### src/rtl/readout_pkg.sv
// Shared types and group geometry for the pixel-array readout sequencer.
package readout_pkg;

    typedef enum logic [2:0] {
        ST_IDLE,
        ST_WR_LO,
        ST_WR_HI,
        ST_DRAIN,
        ST_DONE
    } state_t;

    // A group fills the 4-row buffer in two writes of two rows each.
    localparam int GROUP_ROWS     = 4;
    localparam int ROWS_PER_WRITE = 2;

endpackage

### src/rtl/readout_sequencer_group_counter.sv
// Group index counter for one frame: clears, increments and flags the last group.
module group_counter #(
    parameter int NUM_GROUPS = 2,
    parameter int CNT_W      = 1
) (
    input  logic             clk,
    input  logic             reset,
    input  logic             clear,
    input  logic             inc,
    output logic [CNT_W-1:0] count,
    output logic             last
);

    logic [CNT_W-1:0] count_reg;

    assign count = count_reg;
    assign last  = (count_reg == CNT_W'(NUM_GROUPS - 1));

    // Increment saturates at the last group so the index never wraps mid-frame.
    always_ff @(posedge clk) begin
        if (reset || clear) begin
            count_reg <= '0;
        end else if (inc && !last) begin
            count_reg <= count_reg + 1'b1;
        end
    end

endmodule

### src/rtl/readout_sequencer.sv
// Row-pair readout sequencer filling a 4-row buffer per group, with a drain handshake.
// Optional abort input is enabled by defining READOUT_ABORT_EN.
module readout_sequencer #(
    parameter int NUM_ROWS = 8,
    parameter int ADDR_W   = $clog2(NUM_ROWS)
) (
    input  logic              clk,
    input  logic              reset,
    input  logic              start,
    input  logic              out_ready,
`ifdef READOUT_ABORT_EN
    input  logic              abort,
`endif
    output logic [ADDR_W-1:0] row_addr,
    output logic              buf_sel,
    output logic              buf_we,
    output logic              out_valid,
    output logic              busy,
    output logic              frame_done
);
    import readout_pkg::*;

    localparam int NUM_GROUPS = NUM_ROWS / GROUP_ROWS;
    localparam int CNT_W      = (NUM_GROUPS > 1) ? $clog2(NUM_GROUPS) : 1;

    state_t            state_reg;
    logic [CNT_W-1:0]  g;
    logic              g_last;
    logic              g_clear;
    logic              g_inc;
    logic              abort_req;
    logic [ADDR_W-1:0] row_base;

`ifdef READOUT_ABORT_EN
    assign abort_req = abort && (state_reg != ST_IDLE);
`else
    assign abort_req = 1'b0;
`endif

    group_counter #(
        .NUM_GROUPS (NUM_GROUPS),
        .CNT_W      (CNT_W)
    ) u_group_counter (
        .clk   (clk),
        .reset (reset),
        .clear (g_clear),
        .inc   (g_inc),
        .count (g),
        .last  (g_last)
    );

    always_comb begin
        g_clear = 1'b0;
        g_inc   = 1'b0;
        if (abort_req) begin
            g_clear = 1'b1;
        end else begin
            case (state_reg)
                ST_IDLE:  g_clear = start;
                ST_DRAIN: g_inc   = out_ready && !g_last;
                ST_DONE:  g_clear = 1'b1;
                default:  ;
            endcase
        end
    end

    always_ff @(posedge clk) begin
        if (reset) begin
            state_reg <= ST_IDLE;
        end else if (abort_req) begin
            state_reg <= ST_IDLE;
        end else begin
            case (state_reg)
                ST_IDLE:  if (start) state_reg <= ST_WR_LO;
                ST_WR_LO: state_reg <= ST_WR_HI;
                ST_WR_HI: state_reg <= ST_DRAIN;
                ST_DRAIN: if (out_ready) state_reg <= g_last ? ST_DONE : ST_WR_LO;
                ST_DONE:  state_reg <= ST_IDLE;
                default:  state_reg <= ST_IDLE;
            endcase
        end
    end

    // Outputs depend only on registered state and group index.
    assign row_base = ADDR_W'(32'(g) * GROUP_ROWS);

    always_comb begin
        row_addr   = '0;
        buf_sel    = 1'b0;
        buf_we     = 1'b0;
        out_valid  = 1'b0;
        frame_done = 1'b0;
        busy       = (state_reg != ST_IDLE);
        case (state_reg)
            ST_WR_LO: begin
                buf_we   = 1'b1;
                row_addr = row_base;
            end
            ST_WR_HI: begin
                buf_we   = 1'b1;
                buf_sel  = 1'b1;
                row_addr = row_base + ADDR_W'(ROWS_PER_WRITE);
            end
            ST_DRAIN: out_valid  = 1'b1;
            ST_DONE:  frame_done = 1'b1;
            default:  ;
        endcase
    end

endmodule

### config.mk
export PLATFORM = sky130hd
export DESIGN_NAME = readout_sequencer
export DESIGN_NICKNAME = d
export VERILOG_FILES = /design/src/rtl/readout_pkg.sv /design/src/rtl/readout_sequencer_group_counter.sv /design/src/rtl/readout_sequencer.sv
export SDC_FILE = /design/constraint.sdc
export NUM_CORES = 1
export LEC_CHECK = 0
export CORE_AREA = 2 2 39 41
export CTS_BUF_LIST = sky130_fd_sc_hd__clkbuf_4
export DETAILED_ROUTE_END_ITERATION = 10
export DIE_AREA = 0 0 41 43
export HOLD_SLACK_MARGIN = 0.15
export PLACE_DENSITY = 0.45
export SYNTH_ARGS = -nofsm -noshare
export SYNTH_HDL_FRONTEND = slang
export SYNTH_SLANG_ARGS = --single-unit
export TNS_END_PERCENT = 20
### constraint.sdc
create_clock -name clk -period 2.6 [get_ports clk]
set_input_delay 0.26 -clock clk [delete_from_list [all_inputs] [get_ports clk]]
set_output_delay 0.26 -clock clk [all_outputs]
set_load 0.01 [all_outputs]
==> results.md <==
- Status: completed
- Fin crit period: between 1500 and 2000 ps
- Switching Power: about 0.046 mW
- Fin cells: 55
- DRC errors left: 0
- Via Count: about 220
- Initial antenna violation count: 0
- Min-delay worst type: register to register
- Startpoint type of the worst setup path: register
- Clock transition at path regs: 40 ps
- CTS tree: done
- Clk_lat worst skew: 230 ps
- Setup TNS Final: 0 ps
- H-tree depth: 1
- Max IR drop VDD: 0.1590 mV
- Synth cell count leaders: dfxtp_1 (4), nor3_1 (4), buf_4 (3)
- Asr flop ratio synth: 0
- Post-synth top area share: 0.3316
- Routed Wire Length: 451 um
- Crit path largest cell delay: 520 ps
- Syn. warnings: 0
- Setup crit end kind: output pin
- Largest net degree at the start of global routing: 12
- Root Buffer Master: clkbuf_4
- Cell taking the most area after synthesis: dfxtp_1
- F_max: 546.6 MHz
- CORE AREA: around 1400 um^2
- Gr usage total: 0.07028
- MaxCap Viol Count: 0
- # hold bufs at CTS: 0
- Post-synth EDFFs: 0
- Initial core utilization: 0.1745
- First-pass GRT wire length: between 700 and 800 um
- Distinct cells, synth: 20
- Leakage power: 0.1249 nW
- R2R setup slack: 1540 ps
- Ant diodes: 0
- R2R Path End: state_reg[0]
- Final period util: 0.7036
- Die Span Y: about 43 um
- Placed insts: 52
- DP HPWL: around 340 um
- Final setup fails: 0
- Synth Area per Inst: approximately 8 um^2
- Cell Rows: 14
- Post-Synthesis Cells: 30
- P_int: ~0.14 mW
- Longest Clk Path Bufs: 2
- Grt ovf: 0
- Placer Congestion: 0.6876
- WP data arrival: 1570 ps
- RSZ-0062 raised after global routing: false
- Antenna Nets Post-Route: 0
- CTS Sinks: 4
- Critical Path RT: 2340 ps
- Cells on worst reg2reg path: 3
- Post_cts resized: 0
- CTS Buf Count: 3
- Area Overhead vs Synth: 45.08%
- Largest register FFs: 3
- Avg WL per Cell: about 8.2 um
- Crit-path max FO: 11
- Fraction of layout cells with a size suffix above 1: 0.1795
- CP max-delay cell: clkdlybuf4s50_1
- Total die area: 1763 um^2
- Chip Width: 41 um
- Sequential share of power: 0.378
- Clock Skews: between 4 and 5 ps
- Path type of the worst setup path: register to output pin
- Seq/Total Area, Yosys: 0.3316
- Drt pass-1 iters: 2
- Most area-consuming cells after synthesis: dfxtp_1 (33%), buf_4 (9.3%), nor3_1 (8.3%)
- Initial DRC count: 1
- Worst flop-to-flop path startpoint: state_reg[0]
- Nets: 45
- PD cells: 539.4 nW/um^2
- Vias in the first global route: 206
- HP Start: u_group_counter.count
- Final hold vios: 0
- Net Count, Synth: 34
- Hold Path Depth: 2
- Max Transition Viols Final: 0
- Routed vias/inst: 4.018
- Ports: 12
- Hold Path End: state_reg[2]
- Main flop type after synthesis: dfxtp_1
- Post-CTS Setup Bufs: 0
- Switching share of power: 0.2451
- Clock share of power: 0.393
- Cells along the critical path: xnor2_1 -> nor2_2 -> and2_1 -> clkdlybuf4s50_1
- Synthesized area: between 200 and 250 um^2
- PortBufs: 10
- Number of synthesized register bits: 4
- Comb pwr share: 0.229
-- layer usage --
metal | share of wire | vias to the layer above | GRT usage
met5 | 0 | - | 0
met3 | 0.082 | 2 | 0.04712
met2 | 0.43 | 7 | 0.07813
met4 | 0.013 | 0 | 0.08000
met1 | 0.47 | 96 | 0.07717
li1 | - | 116 | -
-- worst max-delay path: cells and delay by family, from the launching register on --
kind / cells / cell delay [ps]
buf+inv: 1 / 520
flops: 1 / 480
simple gates: 2 / 210
xor+xnor: 1 / 120
-- final cells by class --
class	instances	area, um^2
clock buffer	3	22.52
timing repair buffer	10	100.1
tap	16	20.02
inverter	1	3.754
multi-input combinational	21	123.9
fill	163	1033
sequential	4	80.08
-- layout by cell type (no fill, tap or decap), drive strengths merged --
| master | Yosys | layout |
|---|---|---|
| a21oi | 1 | 1 |
| a31oi | 1 | 1 |
| and2 | 1 | 1 |
| and2b | 1 | 1 |
| and3 | 1 | 1 |
| clkbuf | 0 | 3 |
| clkdlybuf4s50 | 0 | 10 |
| conb | 1 | 1 |
| dfxtp | 4 | 4 |
| inv | 1 | 1 |
| nand2 | 1 | 1 |
| nand3 | 2 | 2 |
| nor2 | 2 | 2 |
| nor3 | 5 | 5 |
| o21ai | 2 | 2 |
| o21bai | 1 | 1 |
| or3 | 1 | 1 |
| xnor2 | 1 | 1 |
-- cell families after synthesis --
logic type | count (synthesis) | share of synthesized area
AND/OR/NAND/NOR | 14 | 0.3420
AO/OA/AOI/OAI | 5 | 0.1192
buffers and inverters | 5 | 0.1554
flip-flops | 4 | 0.3316
XOR/XNOR | 1 | 0.03628
other | 1 | 0.01553
-- through the flow --
step	util	worst slack [ps]	instance area, um^2	hold WS, ps	total power [mW]
global placement	0.2369	1016	327.8	514.9	0.1164
finish	0.2532	770.6	350.3	521.1	0.1890
detailed placement	0.2369	1002	327.8	509.4	0.1162
CTS	0.2532	744.6	350.3	525.4	0.1960
floorplan	-	1466	241.5	329.7	0.09968
global route	0.2532	631.6	350.3	553.4	0.2053
-- how the worst max path moves through the flow --
stage / start / endpoint / slack [ps] / cells past startpoint
5_1_grt: state_reg[0] / row_addr[2] / 630 / 4
6_report: state_reg[0] / row_addr[2] / 770 / 4
3_5_place_dp: state_reg[0] / row_addr[2] / 1000 / 4
3_3_place_gp: state_reg[0] / row_addr[2] / 1020 / 4
2_1_floorplan: state_reg[1] / row_addr[2] / 1470 / 4
4_1_cts: state_reg[0] / row_addr[2] / 740 / 4
-- power groups by stage --
stage          Clock (mW)  Combinational [mW]  Sequential, mW
4_1_cts            0.0806              0.0440          0.0714
3_3_place_gp            0              0.0439          0.0725
2_1_floorplan           0              0.0328          0.0669
5_1_grt            0.0843              0.0485          0.0724
3_5_place_dp            0              0.0438          0.0724
6_report           0.0742              0.0434          0.0714
No activity file was read; power rests on OpenSTA's default activity.
